===== src/rtl/gpr_wb_arbiter_pkg.sv =====
// Shared types for the GPR writeback path: register index/data types and writeback source ids.
// The fallback widths describe a 32 x 64-bit register file when the core config does not provide them.
`ifndef RegIdWidth
`define RegIdWidth 5
`endif
`ifndef RegWidth
`define RegWidth 64
`endif
`ifndef RegCnt
`define RegCnt 32
`endif

package gpr_pkg;

    localparam int GPR_ADDR_WIDTH = `RegIdWidth;
    localparam int GPR_DATA_WIDTH = `RegWidth;
    localparam int GPR_REG_CNT    = `RegCnt;

    typedef logic [GPR_ADDR_WIDTH-1:0] reg_idx_t;
    typedef logic [GPR_DATA_WIDTH-1:0] reg_data_t;

    typedef enum logic {WB_EXU, WB_LSU} wb_src_e;

    localparam reg_idx_t REG_ZERO = '0;

endpackage


===== src/rtl/gpr_wb_arbiter_scoreboard.sv =====
// Per-register busy scoreboard: marks destinations of issued instructions and clears them
// when their register-file write happens; raises issue_stall on RAW/WAW hazards.
module gpr_scoreboard
    import gpr_pkg::*;
#(
    parameter int ADDR_WIDTH = `RegIdWidth,
    parameter int REG_CNT    = `RegCnt
) (
    input  logic                  clk,
    input  logic                  rst,
    input  logic                  issue_valid,
    input  logic                  issue_wr,
    input  logic [ADDR_WIDTH-1:0] issue_rd,
    input  logic [ADDR_WIDTH-1:0] issue_rs1,
    input  logic [ADDR_WIDTH-1:0] issue_rs2,
    input  logic                  clr_en,
    input  logic [ADDR_WIDTH-1:0] clr_rd,
    output logic                  issue_stall
);

    logic [REG_CNT-1:0] busy;
    logic [REG_CNT-1:0] busy_next;
    logic               set_en;

    // Indices at or above REG_CNT read as not busy.
    function automatic logic busy_at(input logic [REG_CNT-1:0] vec,
                                     input logic [ADDR_WIDTH-1:0] idx);
        logic hit;
        hit = 1'b0;
        for (int i = 0; i < REG_CNT; i++) begin
            if (idx == ADDR_WIDTH'(i)) hit = vec[i];
        end
        return hit;
    endfunction

    // Only the registered busy vector is consulted; a clear landing this edge is not bypassed.
    always_comb begin
        issue_stall = issue_valid & (busy_at(busy, issue_rs1) | busy_at(busy, issue_rs2) |
                                     (issue_wr & busy_at(busy, issue_rd)));
    end

    assign set_en = issue_valid & ~issue_stall & issue_wr &
                    (issue_rd != ADDR_WIDTH'(REG_ZERO));

    // Clear is applied first so a coinciding set of the same register wins.
    always_comb begin
        busy_next = busy;
        for (int i = 0; i < REG_CNT; i++) begin
            if (clr_en && clr_rd == ADDR_WIDTH'(i)) busy_next[i] = 1'b0;
            if (set_en && issue_rd == ADDR_WIDTH'(i)) busy_next[i] = 1'b1;
        end
    end

    always_ff @(posedge clk or posedge rst) begin
        if (rst) begin
            busy <= '0;
        end else begin
            busy <= busy_next;
        end
    end

endmodule


===== src/rtl/gpr_wb_arbiter.sv =====
// Round-robin writeback arbiter between EXU and LSU feeding the single GPR write port,
// with a registered write stage and the busy scoreboard that drives decode's stall.
module gpr_wb_arbiter
    import gpr_pkg::*;
#(
    parameter int ADDR_WIDTH = `RegIdWidth,
    parameter int DATA_WIDTH = `RegWidth,
    parameter int REG_CNT    = `RegCnt
) (
    input  logic                  clk,
    input  logic                  rst,
    input  logic                  exu_valid,
    output logic                  exu_ready,
    input  logic [ADDR_WIDTH-1:0] exu_rd,
    input  logic [DATA_WIDTH-1:0] exu_wdata,
    input  logic                  lsu_valid,
    output logic                  lsu_ready,
    input  logic [ADDR_WIDTH-1:0] lsu_rd,
    input  logic [DATA_WIDTH-1:0] lsu_wdata,
    input  logic                  issue_valid,
    input  logic                  issue_wr,
    input  logic [ADDR_WIDTH-1:0] issue_rd,
    input  logic [ADDR_WIDTH-1:0] issue_rs1,
    input  logic [ADDR_WIDTH-1:0] issue_rs2,
    output logic                  issue_stall,
    output logic                  rf_wen,
    output logic [ADDR_WIDTH-1:0] rf_rd,
    output logic [DATA_WIDTH-1:0] rf_wdata
);

    wb_src_e last_grant;
    logic    exu_fire;
    logic    lsu_fire;

    // Handshake: a transfer happens on a posedge with valid & ready; requesters hold valid and
    // payload until ready. ready is derived from both valids and last_grant only, never from
    // the requester's own ready. On contention the side that did not win last time goes first.
    assign exu_ready = exu_valid & (~lsu_valid | (last_grant == WB_LSU));
    assign lsu_ready = lsu_valid & (~exu_valid | (last_grant == WB_EXU));
    assign exu_fire  = exu_valid & exu_ready;
    assign lsu_fire  = lsu_valid & lsu_ready;

    // Writes to register 0 complete the handshake but never reach the register file.
    always_ff @(posedge clk or posedge rst) begin
        if (rst) begin
            rf_wen     <= 1'b0;
            rf_rd      <= '0;
            rf_wdata   <= '0;
            last_grant <= WB_LSU;
        end else begin
            rf_wen <= 1'b0;
            if (exu_fire) begin
                last_grant <= WB_EXU;
                rf_wen     <= (exu_rd != ADDR_WIDTH'(REG_ZERO));
                rf_rd      <= exu_rd;
                rf_wdata   <= exu_wdata;
            end else if (lsu_fire) begin
                last_grant <= WB_LSU;
                rf_wen     <= (lsu_rd != ADDR_WIDTH'(REG_ZERO));
                rf_rd      <= lsu_rd;
                rf_wdata   <= lsu_wdata;
            end
        end
    end

    gpr_scoreboard #(
        .ADDR_WIDTH (ADDR_WIDTH),
        .REG_CNT    (REG_CNT)
    ) u_sb (
        .clk         (clk),
        .rst         (rst),
        .issue_valid (issue_valid),
        .issue_wr    (issue_wr),
        .issue_rd    (issue_rd),
        .issue_rs1   (issue_rs1),
        .issue_rs2   (issue_rs2),
        .clr_en      (rf_wen),
        .clr_rd      (rf_rd),
        .issue_stall (issue_stall)
    );

endmodule


===== config.mk =====
export PLATFORM = sky130hd
export DESIGN_NAME = gpr_wb_arbiter
export DESIGN_NICKNAME = d
export VERILOG_FILES = /design/src/rtl/gpr_wb_arbiter_pkg.sv /design/src/rtl/gpr_wb_arbiter_scoreboard.sv /design/src/rtl/gpr_wb_arbiter.sv
export SDC_FILE = /design/constraint.sdc
export NUM_CORES = 1
export LEC_CHECK = 0
export CAP_MARGIN = 10
export CORE_UTILIZATION = 38
export DETAILED_ROUTE_END_ITERATION = 16
export HOLD_SLACK_MARGIN = 0.05
export PLACE_DENSITY = 0.78
export SETUP_SLACK_MARGIN = 0.15
export SYNTH_ARGS = -nofsm -noshare
export SYNTH_HDL_FRONTEND = slang
export SYNTH_SLANG_ARGS = --single-unit

===== constraint.sdc =====
create_clock -name clk -period 4.5 [get_ports clk]
set_clock_uncertainty 0.1 [all_clocks]
set_input_delay 0.675 -clock clk [delete_from_list [all_inputs] [get_ports clk]]
set_output_delay 0.675 -clock clk [all_outputs]
set_load 0.05 [all_outputs]

==> results.sh <==
export IMPL_p_sw_mw=1.543
export IMPL_fin_crit_sh_pct=89.63
export IMPL_status="finished clean"
export IMPL_syn2layout_area_growth_pct=46.18
export IMPL_clockBufferDepth=2
export IMPL_synth_cell_area_sq_um=6098
export IMPL_synth_seq_area_share_pct=42.29
export IMPL_wl_per_cell_microns=20.13
export IMPL_crit_arrival_ns=3.26
export IMPL_synth_top_area_cell="dfrtp_1"
export IMPL_via_count=6581
export IMPL_hp_class="reg2reg"
export IMPL_drc=0
export IMPL_synth_commonest_cells="nor2_1, dfrtp_1, o22ai_1"
export IMPL_rsz0062_at_grt="false"
export IMPL_synth_edf_count=0
export IMPL_coreArea_sq_um=15430
export IMPL_slowest_delay_ns=0.79
export IMPL_swShare_pct=42.30
export IMPL_async_flop_share_pct=100.0
export IMPL_synth_cells=727
export IMPL_yosys_warnings=0
export IMPL_worst_path_max_delay_cell="clkdlybuf4s50_1"
export IMPL_drt_initial_drc_count=397
export IMPL_syn_area_per_cell_sq_um=8.388
export IMPL_cts_made_buffers=9
export IMPL_power_leakage_nw=3.385
export IMPL_fillCellCount=1394
export IMPL_num_rows=45
export IMPL_post_synth_top_count_cell="nor2_1"
export IMPL_grt_max_degree=71
export IMPL_fin_crit_ns=4.033
export IMPL_path_clk_slew_ns=0.07
export IMPL_cts_resized=0
export IMPL_power_mw=3.648
export IMPL_place_congestion=0.9659
export IMPL_slew_limit_headroom_pct=50.48
export IMPL_hold_buffers=0
export IMPL_numPortBuffers=231
export IMPL_power_share_sequential_pct=41.7
export IMPL_die_w_microns=128.7
export IMPL_crit_chain="clkdlybuf4s50_1, nand2_1, or4b_1, o311ai_2, nor3_1, a211oi_2, o32ai_4, o21a_1, buf_12"
export IMPL_die_h_microns=128.7
export IMPL_drive_gt1_share_pct=7.113
export IMPL_cp_data_required_time_ns=3.72
export IMPL_start_kind="input port"
export IMPL_grt_pass1_vias=6584
export IMPL_final_antenna_net_count=0
export IMPL_multi_input_area_sq_um=3208
export IMPL_path_max_fanout=14
export IMPL_syn_nets=886
export IMPL_cts_tree="built"
export IMPL_clockPowerShare_pct=21.0
export IMPL_post_cts_buffers=0
export IMPL_hold_viol_final=0
export IMPL_synthFlopType="dfrtp_1"
export IMPL_powerDensity_nw_per_um2=409.2
export IMPL_worstMarginPinSlew_ns=0.7429
export IMPL_clkLatencyLatePin_ns=0.35
export IMPL_vdd_ir_drop_max_v=0.0002411
export IMPL_grt_pass1_wl_microns=35890
export IMPL_synth_area_leaders="dfrtp_1, nor2_1, o22ai_1"
export IMPL_grtUsageTotal_pct=28.73
export IMPL_cp_end_kind="primary output"
export IMPL_setup_viol=0
export IMPL_seq_area_sq_um=2579
export IMPL_p_comb_share_pct=37.3
export IMPL_root_buffer="clkbuf_16"
export IMPL_cap_viol_max_count=0
export IMPL_drt_pass1_iter_count=4
export IMPL_finalCoreUtilization_pct=57.79
export IMPL_vias_per_cell=5.698
export IMPL_ys_seq_elements=103
export IMPL_cts_sinks=103
export IMPL_hpwl_microns=17410
export IMPL_start_util_pct=39.53
export IMPL_netlist_area_leader_share_pct=41.85
export IMPL_antenna_found_initial=2
export IMPL_htree_levels=3
export IMPL_intPower_mw=2.105
export IMPL_synth_cell_types=64
export IMPL_routed_wl_microns=23250
export IMPL_gr_total_overflow=0
export IMPL_critPathKind="in2out"
export IMPL_pin_count=232
export IMPL_nets=1096
export IMPL_drv_slew=0
export IMPL_die_area_sq_um=16560
export IMPL_finalSetupTns_ns=0
export IMPL_fmax_ghz=0.2479
==> stage by stage <==
step / hold WS (ns) / setup WS, ns / cell area, sq um / instances
finish: 0.3964 / 0.4668 / 8915 / 1155
global route: 0.4406 / 0.3632 / 8915 / 1155
CTS: 0.3997 / 0.5082 / 8910 / 1153
detailed placement: 0.3889 / 0.5274 / 8621 / 1137
global placement: 0.3770 / 0.5374 / 8621 / 1137
floorplan: 0.3689 / 1.023 / 6098 / 727
==> registers in the layout, indices dropped and copies added (netlist names) <==
name        cells
rf_wen          1
u_sb.busy      32
last_grant      1
rf_wdata       64
rf_rd           5
==> area by class of cell <==
class | instances | share of cell area [%]
Multi-Input combinational cell | 554 | 35.99
Sequential cell | 103 | 28.93
Timing Repair Buffer | 255 | 28.21
Tap cell | 211 | 2.961
Clock buffer | 10 | 2.681
Inverter | 14 | 0.6175
Clock inverter | 6 | 0.5614
Antenna cell | 2 | 0.05614
==> per-layer routing <==
metal,global-route usage (%),vias up,wire length [microns]
met5,0,-,0
met4,16.54,0,1198
met3,7.651,65,1749
met2,47.03,282,11170
met1,34.18,3139,9124
li1,-,3095,-
==> layout by cell type, fill, tap and decap left out, drive strengths merged, types with 24 or more instances in the layout <==
master	n
buf	25
o31ai	25
nand3	27
nor2	169
clkdlybuf4s50	230
nand2	24
dfrtp	102
o22ai	75
o21ai	56
==> cell families after synthesis <==
kind of cell,after synthesis,share of synthesized area (%)
flip-flops,103,42.29
AND/OR/NAND/NOR,315,24.50
buffers and inverters,70,5.252
AO/OA/AOI/OAI,216,23.62
multiplexers,23,4.350
==> power by group through the flow <==
stage | Clock, mW | Sequential, mW | Combinational, mW
after global routing | 0.819 | 1.53 | 1.47
after global placement | 0 | 1.52 | 1.34
after floorplan | 0 | 1.60 | 0.615
after detailed placement | 0 | 1.51 | 1.36
after CTS | 0.776 | 1.50 | 1.36
final | 0.766 | 1.52 | 1.36
==> critical path: cells and delay by family <==
family / cells / cell delay [ns]
compound gates: 4 / 0.82
buf+inv: 2 / 0.95
simple gates: 3 / 0.81
==> path summary, 6_finish.rpt <==
kind,cells past startpoint,endpoint,start,slack [ns]
worst max-delay path,9,issue_stall,issue_rd[1],0.47
worst min-delay path,2,last_grant,last_grant,0.40
worst max register to register,8,u_sb.busy[4],u_sb.busy[13],1.91
worst min register to register,2,last_grant,last_grant,0.40
max in group asynchronous,3,rf_wdata[9],rst,2.90
min in group asynchronous,2,rf_wdata[39],rst,0.67
Power figures use the tool's default switching activity.
